--- src/rtl/fir_weight_loader.sv ---
// fir_weight_loader: shadow/active coefficient store for two FIRs, applied atomically on frame_sync.
module fir_weight_loader #(
    parameter int N_TAPS = 7,
    parameter int W_BITS = 10,
    parameter logic [N_TAPS*W_BITS-1:0] INIT_W = '0,
    parameter int TIMEOUT = 1023
) (
    input  logic                       clk,
    input  logic                       rst,
    input  logic                       wr_en,
    input  logic                       wr_ch,
    input  logic [2:0]                 wr_tap,
    input  logic [W_BITS-1:0]          wr_data,
    output logic                       wr_ack,
    output logic                       wr_err,
    input  logic                       commit,
    input  logic                       frame_sync,
    output logic                       commit_done,
    output logic                       commit_err,
    output logic                       busy,
    output logic                       dirty,
    input  logic                       rd_ch,
    input  logic [2:0]                 rd_tap,
    input  logic                       rd_act,
    output logic [W_BITS-1:0]          rd_data,
    output logic [N_TAPS*W_BITS-1:0]   weights1,
    output logic [N_TAPS*W_BITS-1:0]   weights2
);
    localparam int CW = $clog2(TIMEOUT + 1);
    typedef enum logic {IDLE, ARMED} state_t;
    state_t state, state_d;
    logic [CW-1:0] cnt, cnt_d;
    logic [N_TAPS-1:0][W_BITS-1:0] shadow [2];
    logic [N_TAPS-1:0][W_BITS-1:0] active [2];
    logic [N_TAPS-1:0][W_BITS-1:0] rd_set;
    logic [W_BITS-1:0] rd_next;
    logic wr_ok, wr_bad, apply, tmo;

    assign busy     = state == ARMED;
    assign weights1 = active[0];
    assign weights2 = active[1];

    // A frame_sync only counts once armed, so one arriving with the commit is ignored.
    always_comb begin
        wr_ok   = wr_en && state == IDLE && int'(wr_tap) < N_TAPS;
        wr_bad  = wr_en && !wr_ok;
        apply   = state == ARMED && frame_sync;
        tmo     = state == ARMED && !frame_sync && cnt == CW'(TIMEOUT);
        state_d = (state == IDLE) ? (commit ? ARMED : IDLE) : ((apply || tmo) ? IDLE : ARMED);
        cnt_d   = (state == IDLE) ? '0 : cnt + CW'(1);
        rd_set  = rd_act ? active[rd_ch] : shadow[rd_ch];
        rd_next = (int'(rd_tap) < N_TAPS) ? rd_set[rd_tap] : '0;
    end

    always_ff @(posedge clk) begin
        if (!rst) begin
            state       <= IDLE;
            cnt         <= '0;
            shadow[0]   <= INIT_W;
            shadow[1]   <= INIT_W;
            active[0]   <= INIT_W;
            active[1]   <= INIT_W;
            wr_ack      <= 1'b0;
            wr_err      <= 1'b0;
            commit_done <= 1'b0;
            commit_err  <= 1'b0;
            dirty       <= 1'b0;
            rd_data     <= '0;
        end else begin
            state       <= state_d;
            cnt         <= cnt_d;
            if (wr_ok) shadow[wr_ch][wr_tap] <= wr_data;
            if (apply) begin
                active[0] <= shadow[0];
                active[1] <= shadow[1];
            end
            wr_ack      <= wr_ok;
            wr_err      <= wr_bad;
            commit_done <= apply;
            commit_err  <= tmo;
            dirty       <= apply ? 1'b0 : (wr_ok ? 1'b1 : dirty);
            rd_data     <= rd_next;
        end
    end
endmodule

--- config.mk ---
export PLATFORM = sky130hd
export DESIGN_NAME = fir_weight_loader
export DESIGN_NICKNAME = d
export VERILOG_FILES = /design/src/rtl/fir_weight_loader.sv
export SDC_FILE = /design/constraint.sdc
export NUM_CORES = 1
export LEC_CHECK = 0
export ABC_AREA = 1
export BUFFER_PORTS_ARGS = -buffer_cell sky130_fd_sc_hd__buf_2
export CAP_MARGIN = 20
export CORE_ASPECT_RATIO = 0.5
export CORE_MARGIN = 8
export CORE_UTILIZATION = 25
export CTS_BUF_LIST = sky130_fd_sc_hd__clkbuf_8
export CTS_CLUSTER_DIAMETER = 60
export DETAILED_ROUTE_END_ITERATION = 10
export PLACE_DENSITY_LB_ADDON = 0.12
export SYNTH_ARGS = -nofsm -noshare
export SYNTH_HDL_FRONTEND = slang
export SYNTH_SLANG_ARGS = --single-unit
--- constraint.sdc ---
create_clock -name clk -period 18 [get_ports clk]
set_clock_uncertainty 0.2 [all_clocks]
set_input_delay 0 -clock clk [delete_from_list [all_inputs] [get_ports clk]]
set_output_delay 0 -clock clk [all_outputs]
set_load 0.03 [all_outputs]
Yosys cells after proc, flatten, opt, wreduce, memory -nomap -nowiden:

Memories as Yosys holds them, arrays and structs flattened.
Index checks and enable logic that the tools add are counted.

* flip-flop bits (word level): 26
* bits in latches: 0
* RAM bits: 280
* ROM bits: 0
* input bits: 24
* output and inout port bits: 156
* logic and storage cells: 55
* memories: 2

* add/sub/neg operators: 1
* $mul: 0
* divide/modulo/power cells: 0
* order comparisons: 5
* eq/ne operators: 1
* shift operators: 0
* mux-type cells: 20
* bitwise logic cells: 4
* reductions and logical operators: 14

Memory list
* active: words 2, bits a word 70, rd ports 3, clocked after memory_dff 0, wr ports 2, RTL line 34 `logic [N_TAPS-1:0][W_BITS-1:0] active [2];`
* shadow: words 2, bits a word 70, rd ports 3, clocked after memory_dff 0, wr ports 2, RTL line 33 `logic [N_TAPS-1:0][W_BITS-1:0] shadow [2];`

Operators by type and width (count)
* $mux 70: 6
* $reduce_or 70->1: 1
* $bmux 10 s3: 1
* $demux 10 s3: 1
* $mux 10: 2
* $add 10x1->10 const B: 1
* $eq 10x10->1 const B: 1
* $mux 1: 10
* $lt 3x4->1 const B: 2
* $logic_and 1x1->1: 7
* $lt 3x3->1 const B: 2
* $reduce_and 2->1: 2
* $ge 3x1->1 const B: 1
* $logic_not 1->1: 2
* $not 1->1: 2
* $or 1x1->1: 2
* $reduce_or 2->1: 1
* $logic_or 1x1->1: 1

Depth between registers and ports, before layout:

Gate-level depths: netlist (run 1).

* depth after elaboration: 8
* gate-level depth with buffers: 11
* gate-level depth less buffers: 10

Worst setup path before layout (run 1):

OpenSTA, ideal clock, no wires.

* path type: flip-flop to flip-flop
* from: register state (netlist: busy)
* to: memory active[0][0] (netlist bit), enable pin
* library setup time: 0.835 ns
* arrival time: 10.512 ns
* data required time: 16.965 ns
* setup slack: 6.453 ns
* stages on the path, launching flop included: 3
* buffers on the path: 0
* period minus slack after synthesis: 11.547 ns
* path through: dfxtp_1 > inv_1 > o21ai_0

RTL lines
* start, declared: RTL line 31 `state_t state, state_d;`
* start signal, assigned: RTL line 70 `state <= state_d;`
* end, declared: RTL line 34

==> results of run 1 <==
==> worst max-delay path, delay by kind of cell <==
| family | cells | cell delay, ps |
|---|---|---|
| buffers and inverters | 3 | 1340 |
| AND/OR/NAND/NOR | 7 | 1840 |
==> cell type report <==
type	count	area share [%]
Clock buffer	55	4.43
Clock inverter	36	0.820
Timing Repair Buffer	220	7.59
Multi-Input combinational cell	987	23.9
Sequential cell	306	52.3
Tap cell	768	5.63
Inverter	244	5.40
==> logic make-up after synthesis <==
logic type | Yosys count
adder cells (fa/ha/maj) | 1
AO/OA/AOI/OAI | 14
flip-flops | 306
buffers and inverters | 343
XOR/XNOR | 1
AND/OR/NAND/NOR | 971
==> registers in the layout (all words and copies together), names as in the netlist <==
| name | flops |
|---|---|
| active | 140 |
| shadow | 140 |
| cnt | 10 |
| rd_data | 10 |
| busy | 1 |
| commit_done | 1 |
| commit_err | 1 |
| dirty | 1 |
| wr_ack | 1 |
| wr_err | 1 |
==> stage by stage <==
step / cells / utilization, % / instance area [um^2]
5_1_grt: 2616 / 29.9 / 17100
3_3_place_gp: 2494 / 27.8 / 15900
4_1_cts: 2616 / 29.9 / 17100
2_1_floorplan: 1636 / - / 14400
3_5_place_dp: 2494 / 27.8 / 15900
6_report: 2616 / 29.9 / 17100
==> layout by cell type, fill, tap and decap left out, drive strengths merged <==
cell and instances:
a21oi 7, clkinv 8, dlygate4sd3 31, nand2 424, o21ai 6, xor2 1
o21a 1, inv 272, ha 1, dfxtp 26, nor2 337, nand3 195
nand4 7, clkbuf 55, nand3b 1, buf 189, nor3 7, edfxtp 280
==> power groups by stage <==
| stage | clock, W | sequential (W) | combinational (W) |
|---|---|---|---|
| CTS | 0.000597 | 0.000832 | 0.000212 |
| floorplan | 0 | 0.000890 | 0.0000866 |
| global route | 0.000624 | 0.000834 | 0.000226 |
| finish | 0.000574 | 0.000830 | 0.000208 |
| global placement | 0 | 0.000846 | 0.000206 |
| detailed placement | 0 | 0.000846 | 0.000206 |
==> how the worst max path moves through the flow <==
stage,from,endpoint
2_1_floorplan,busy,active[0][0]
3_3_place_gp,rd_act,rd_data[4]
3_5_place_dp,rd_act,rd_data[4]
4_1_cts,wr_tap[0],shadow[0][56]
5_1_grt,wr_tap[0],shadow[0][55]
6_report,wr_tap[2],shadow[1][46]
==> per-layer routing <==
metal / global-route usage (%) / vias to the layer above / wire length, um
met4: 3.25 / 0 / 944
li1: - / 5472 / -
met5: 0 / - / 0
met3: 2.70 / 64 / 2350
met1: 19.9 / 5475 / 23300
met2: 26.1 / 206 / 24800
==> repair_timing <==
item,CTS,global route
setup buffers,0,0
hold buffers,31,0
hold endpoints to repair,110,0
==> impl_metrics.ini, run 1 <==
[power_and_ir_drop]
p_leak_nw = 7.77
power_w = 0.00161
p_switching_w = 0.000473
p_seq_share_pct = 51.5
intPower_w = 0.00114
power_per_cell_area_nw_per_um2 = 94.4
max-vdd-ir-drop_mv = 0.0440
power_frac_clock_pct = 35.6
comb_power_share_pct = 12.9
p_sw_share_pct = 29.3

[clock_network]
cts_resized = 0
numClockSinks = 306
path_clk_slew_ps = 60
cts_buffers = 52
cts-root-buf = clkbuf_8
cts_tree = built
cts.path.max_buffers = 3
clkLatencyLatePin_ps = 610
cts_max_level = 2

[drt]
antenna_left = 0
routed_wl_um = 51400
drtIter0Drc = 898
wl_per_cell_um = 19.6
vias = 11200
drc_errors = 0
vias_per_cell = 4.29
drt_pass1_iterations = 5

[synth]
synthFlopType = edfxtp_1
avgSynthCellArea_um2 = 8.80
synth_fa_ha_area_share_pct = 0.0869
synth_edf_count = 280
synth_xor_xnor_area_share_pct = 0.0608
synth_cell_type_count = 26
synth_nets = 1661
syn_inst = 1636
synthSimpleGateAreaFrac_pct = 27.6
synth_seq_cells = 306
synthesis.area_um2 = 14400
ys.warnings.count = 0
yosysMostFrequentCell = nand2_1
synth_compound_area_share_pct = 0.504
synth_common_cells = 422 x nand2_1, 332 x nor2_1, 280 x edfxtp_1
yosys-top-cells-area = edfxtp_1 58%, nand2_1 11%, nor2_1 8.7%
synth.area.mux_share_pct = 0
synthArstFlopShare_pct = 0
synth_top_family_by_area = simple AND/OR/NAND/NOR gates
synth_top_area_share_pct = 58.4
yosys.area.top_type = edfxtp_1
yosysSeqAreaShare_pct = 62.0

[setup_path]
crit_fanout = 11
crit_slowest_cell = dlygate4sd3_1
crit_path_cell_trace = dlygate4sd3_1, buf_2, nand3_1, dlygate4sd3_1, nand3_2, nor2_4, nand2_4, nor3_2, nand2_1, nand2_1
required_ps = 18050
crit_path_max_incr_delay_ps = 590
crit_arrival_ps = 3190
crit_type = in -> reg
ff2ff_path_depth = 7
r2r_slack_ps = 15180
r2r-start = busy
cp-end-kind = flop
start_kind = input port
timing.rr.end = shadow[1][46]

[floorplanning]
fp.dieH_um = 186
die_x_um = 355
io_pins = 180
core_area_um2 = 57200
dieArea_um2 = 66000
rows = 62
initial_core_util_pct = 25.2

[layout]
regArea_um2 = 8930
multi_input_area_um2 = 4080
fill_cells = 6155
drive_gt1_share_pct = 14.1
antennaDiodeCount = 0
areaGrowthSynthToFinish_pct = 18.7
finalNetCount = 1836

[placed_design]
gp_congestion = 0.734
dp_hpwl_um = 32900
pre_cts_ws_ps = 14850
port_buffers = 179

[sta]
finalSetupViolCount = 0
grt_setup_unrepaired = no
relSlewSlack_pct = 28.7
max_freq_mhz = 318
fin_tns_setup_ps = 0
tightestPinTransition_ps = 1070
whs_ps = -0.589
fin_ws_ps = 14850
hold_viol = 2
timing.final.crit_share_pct = 17.5
period_minus_slack_ps = 3150
finalMaxSlewViolations = 0

[grt]
antenna_found_initial = 0
grt_use_total_pct = 15.1
grt_pass1_wl_um = 74900
grt_max_degree = 142
grt_pass1_vias = 11200
grt_overflow = 0

[worst_hold_path]
min_from = wr_data[5]
hold_depth = 3
hp-class = in -> reg
hold_end = shadow[1][15]

[run]
drv_cap = 0

[status]
violations = hold timing
status = finished, violations left
Power figures use the tool's default switching activity.
==> run 2, diff against run 1 <==
ABC_AREA = 0   (was 1)
clock period = 2.85 ns   (was 18 ns; I/O delays follow)
==> impl_metrics.ini, run 2 <==
[placed_design]
port_buffers = 179
dpl.cell_count = 1766
dp_hpwl_um = 30200
gp_congestion = 0.756
placed_area_um2 = 15500

[grt]
antenna_found_initial = 4
grtUsageMet2_pct = 25.1
grt_util_met1_pct = 15.4
grt_pass1_wl_um = 62900
grt_overflow = 0
gr-usage-met3_pct = 3.33
grt_pass1_vias = 9084
grt.busiest_layer = met2
grt_use_total_pct = 13.4
grt_max_degree = 78

[clock_network]
numClockSinks = 306
cts_tree = built
cts_buffers = 50
cts-root-buf = clkbuf_8
clkLatencyLatePin_ps = 600
cts-hold-fix-buffers = 29
cts_resized = 0
cts_max_level = 2
cts.path.max_buffers = 3
path_clk_slew_ps = 70
post_cts_buffers = 0

[drt]
drc_errors = 0
drtIter0Drc = 550
wl_per_cell_um = 22.8
antenna_left = 0
drt_pass1_iterations = 5
routed_wl_um = 43000
vias = 8284
vias_per_cell = 4.39

[floorplanning]
dieArea_um2 = 62800
core_area_um2 = 53800
die_x_um = 346
io_pins = 180
fp.dieH_um = 181
rows = 60
initial_core_util_pct = 25.4

[sta]
finalSetupViolCount = 0
tightestPinTransition_ps = 1010
grt_setup_unrepaired = no
hold_viol = 0
relSlewSlack_pct = 32.3
finalMaxSlewViolations = 0
max_freq_mhz = 434
fin_tns_setup_ps = 0
timing.final.crit_share_pct = 80.9
period_minus_slack_ps = 2310

[layout]
fin_area_um2 = 16600
final_util_pct = 30.9
drive_gt1_share_pct = 29.0
layout_common_cells = 280 x and2_1, 280 x edfxtp_1, 178 x buf_2, 55 x clkbuf_8, 50 x mux4_2
instances_no_fill = 1886
regArea_um2 = 8930
top_regs = active: 140 flops, shadow: 140 flops
areaGrowthSynthToFinish_pct = 21.9
multi_input_area_um2 = 4400
fill_cells = 5378
finalNetCount = 1159

[power_and_ir_drop]
power_per_cell_area_nw_per_um2 = 596
power_frac_clock_pct = 35.9
p_switching_w = 0.00269
p_sw_share_pct = 27.1
max-vdd-ir-drop_mv = 0.263
p_seq_share_pct = 52.9
intPower_w = 0.00723
comb_power_share_pct = 11.3
p_leak_nw = 6.49

[synth]
synthArstFlopShare_pct = 0
yosysSeqAreaShare_pct = 65.4
synth_edf_count = 280
synthFlopType = edfxtp_1
yosys-top-cells-area = edfxtp_1 62%, and2_1 13%, mux4_2 8.2%
synth_seq_cells = 306
yosys.area.top_type = edfxtp_1
syn_inst = 900
synth_cell_type_count = 50
ys.warnings.count = 0
synth_top_area_share_pct = 61.6
avgSynthCellArea_um2 = 15.2
synth_common_cells = 280 x and2_1, 280 x edfxtp_1, 50 x mux4_2
synth_nets = 925
synthesis.area_um2 = 13700

[setup_path]
crit_type = reg -> reg
required_ps = 3120
crit_arrival_ps = 2580
crit_fanout = 11
cp-end-kind = flop
start_kind = flop

[run]
drv_cap = 0

[worst_hold_path]
hp-class = in -> reg

[status]
status = completed
-- run 2: changes by cell type after synthesis, moves of 14 or more --
cell	change
buf_2	-14
inv_1	-236
mux2i_1	+40
and2_1	+280
a21oi_1	+14
nor2_1	-319
clkbuf_1	-24
nand2_1	-415
mux4_2	+50
nand3_1	-186
-- run 2: worst paths after layout --
kind / from / endpoint / slack (ps) / cells after the start
hold / removal: wr_en / dirty / 130 / 4
setup reg to reg: busy / shadow[0][29] / 540 / 5
hold reg to reg: cnt[0] / cnt[0] / 240 / 1
setup / recovery: busy / shadow[0][29] / 540 / 5
-- run 2: cell type report --
| class | count | share of cell area [%] |
|---|---|---|
| multi-input cells | 531 | 26.5 |
| diodes | 1 | 0.0150 |
| flip-flops and latches | 306 | 53.7 |
| repair buffers | 243 | 9.10 |
| well taps | 713 | 5.36 |
| clock inverters | 35 | 0.805 |
| clock buffers | 55 | 4.55 |
| inverters | 2 | 0.0451 |
-- run 2: cell families (layout without fill, tap and decap cells) --
logic type	Yosys count	in the layout	synth area share, %
other	0	1	0
xor gates and xnor gates	8	8	0.513
DFF	306	306	65.4
adders and majority gates	1	1	0.0916
buffers and inverters	63	335	2.52
and+or+nand+nor	348	348	16.0
AOI/OAI and AO/OA	84	84	4.28
muxes	90	90	11.2
-- run 2: worst max-delay path, stage by stage, from the launching register on --
cell,delay [ps]
dfxtp_1,360
nand3b_4,190
or3b_1,440
nor3_4,300
and2_1,170
dlygate4sd3_1,530
-- run 2: per-layer routing --
metal  share of wire (%)  vias up
met4                 1.9        0
li1                    -     3813
met3                 5.0       63
met1                  40     4239
met5                   0        -
met2                  53      169
-- run 2: power groups by stage --
stage | Sequential [W] | Combinational [W] | Clock [W]
after floorplan | 0.00557 | 0.000419 | 0
after global placement | 0.00534 | 0.00111 | 0
after detailed placement | 0.00535 | 0.00112 | 0
after CTS | 0.00526 | 0.00115 | 0.00370
after global routing | 0.00527 | 0.00119 | 0.00388
final | 0.00525 | 0.00112 | 0.00356
-- run 2: stage by stage --
step	worst slack [ps]	power, W	hold slack (ps)
6_report	545	0.00992	134
2_1_floorplan	283	0.00599	-122
3_3_place_gp	596	0.00646	47.5
5_1_grt	353	0.0103	98.5
3_5_place_dp	525	0.00646	51.2
4_1_cts	525	0.0101	56.6
==> run 3, diff against run 2 <==
clock period = 2.31 ns   (was 2.85 ns; I/O delays follow)
==> impl_metrics.ini, run 3 (synthesis results as in run 2) <==
[drt]
drt_pass1_iterations = 5
wl_per_cell_um = 23.2
vias_per_cell = 4.42
routed_wl_um = 44300
antenna_left = 0
drtIter0Drc = 509
vias = 8447
drc_errors = 0

[power_and_ir_drop]
comb_power_share_pct = 11.4
max-vdd-ir-drop_mv = 0.292
p_switching_w = 0.00338
power_per_cell_area_nw_per_um2 = 736
p_leak_nw = 6.63
p_seq_share_pct = 52.2
power_frac_clock_pct = 36.4
intPower_w = 0.00905
p_sw_share_pct = 27.2

[clock_network]
clkLatencyLatePin_ps = 590
cts_max_level = 2
numClockSinks = 306
cts_tree = built
cts-root-buf = clkbuf_8
post_cts_buffers = 0
path_clk_slew_ps = 70
cts_buffers = 50
cts.path.max_buffers = 3

[sta]
tightestPinTransition_ps = 720
finalMaxSlewViolations = 0
relSlewSlack_pct = 51.9
finalSetupViolCount = 0
grt_setup_unrepaired = no
max_freq_mhz = 462
hold_viol = 0
timing.final.crit_share_pct = 93.8
period_minus_slack_ps = 2170

[layout]
multi_input_area_um2 = 4410
fin_area_um2 = 16900
areaGrowthSynthToFinish_pct = 23.7
finalNetCount = 1184
fill_cells = 5326
instances_no_fill = 1912
drive_gt1_share_pct = 31.5
regArea_um2 = 8930
top_regs = active: 140 flops, shadow: 140 flops
layout_common_cells = 280 x and2_1, 280 x edfxtp_1, 178 x buf_2, 57 x buf_4, 54 x clkbuf_8

[floorplanning]
core_area_um2 = 53800
rows = 60
fp.dieH_um = 181
initial_core_util_pct = 25.4
dieArea_um2 = 62800
io_pins = 180
die_x_um = 346

[setup_path]
crit_slowest_cell = or3b_1
start_kind = flop
required_ps = 2380
crit_type = reg -> reg
cp_common_cell = buf_4
crit_fanout = 10
crit_arrival_ps = 2230
cp-end-kind = flop
crit_path_cell_trace = nand3b_4, or3b_1, buf_4, o21ai_1, buf_4
crit_path_max_incr_delay_ps = 530

[placed_design]
dp_hpwl_um = 31400
gp_congestion = 0.787
placed_area_um2 = 15700
dpl.cell_count = 1794
port_buffers = 179

[grt]
grt_pass1_wl_um = 64300
grt_overflow = 0
grt_use_total_pct = 13.7
grt_max_degree = 142
antenna_found_initial = 3
grt_pass1_vias = 9311

[run]
drv_cap = 0

[worst_hold_path]
hp-class = in -> reg

[status]
status = completed
-- run 3: cell count changes in the layout (fill, tap and decap cells not counted), moves of 2 or more --
cell,change
a21oi_1,-2
a21oi_2,+2
buf_12,+2
buf_4,+26
clkinv_1,-2
clkinv_2,+4
clkinvlp_4,+2
dlygate4sd3_1,-3
inv_1,-4
o21ai_0,-3
o21ai_1,+3
-- run 3: repair_timing --
item,in CTS,in global routing
gates resized for setup,0,2
hold buffers,26,0
setup endpoints to repair,0,2
hold endpoints to repair,316,0
-- run 3: power groups by stage --
stage | registers [W] | clock network (W) | logic, W
6_report | 0.00649 | 0.00453 | 0.00142
3_5_place_dp | 0.00661 | 0 | 0.00142
4_1_cts | 0.00650 | 0.00468 | 0.00145
2_1_floorplan | 0.00687 | 0 | 0.000518
3_3_place_gp | 0.00661 | 0 | 0.00141
5_1_grt | 0.00652 | 0.00492 | 0.00150
-- run 3: path summary, 6_finish.rpt --
kind,start,to,slack (ps),depth (start not counted)
worst max register to register,busy,shadow[0][61],140,5
worst min-delay path,rd_act,rd_data[9],40,4
worst min register to register,cnt[0],cnt[0],250,1
worst max-delay path,busy,shadow[0][61],140,5
-- run 3: through the flow --
step | hold WS, ps | power [W] | util (%) | setup TNS [ps] | setup WS (ps)
2_1_floorplan | -122 | 0.00739 | - | 0 | 2.84
3_3_place_gp | 21.5 | 0.00802 | 29.1 | 0 | 10.7
3_5_place_dp | 29.4 | 0.00803 | 29.1 | -0.287 | -0.287
4_1_cts | 4.74 | 0.0126 | 31.4 | 0 | 113
5_1_grt | 29.0 | 0.0129 | 31.4 | 0 | 21.5
6_report | 40.0 | 0.0124 | 31.4 | 0 | 144
-- run 3: layer usage --
layer	global-route usage, %	up-vias	wire [um]
li1	-	3868	-
met1	16.0	4345	18000
met2	25.3	164	23400
met3	2.94	70	1870
met4	4.08	0	1050
met5	0	-	0
-- run 3: worst max-delay path, delay by kind of cell, from the launching register on --
| kind | cells | cell delay (ps) |
|---|---|---|
| AND/OR/NAND/NOR | 2 | 700 |
| flip-flops | 1 | 320 |
| buffers and inverters | 2 | 460 |
| AO/OA/AOI/OAI | 1 | 160 |
-- run 3: cell type report --
type                       count  area share [%]
antenna                        1          0.0148
tap                          713            5.28
inverter                       2          0.0445
clock inverter                37            1.11
multi-input combinational    531            26.1
clock buffer                  54            4.40
timing repair buffer         268            10.2
sequential                   306            52.9
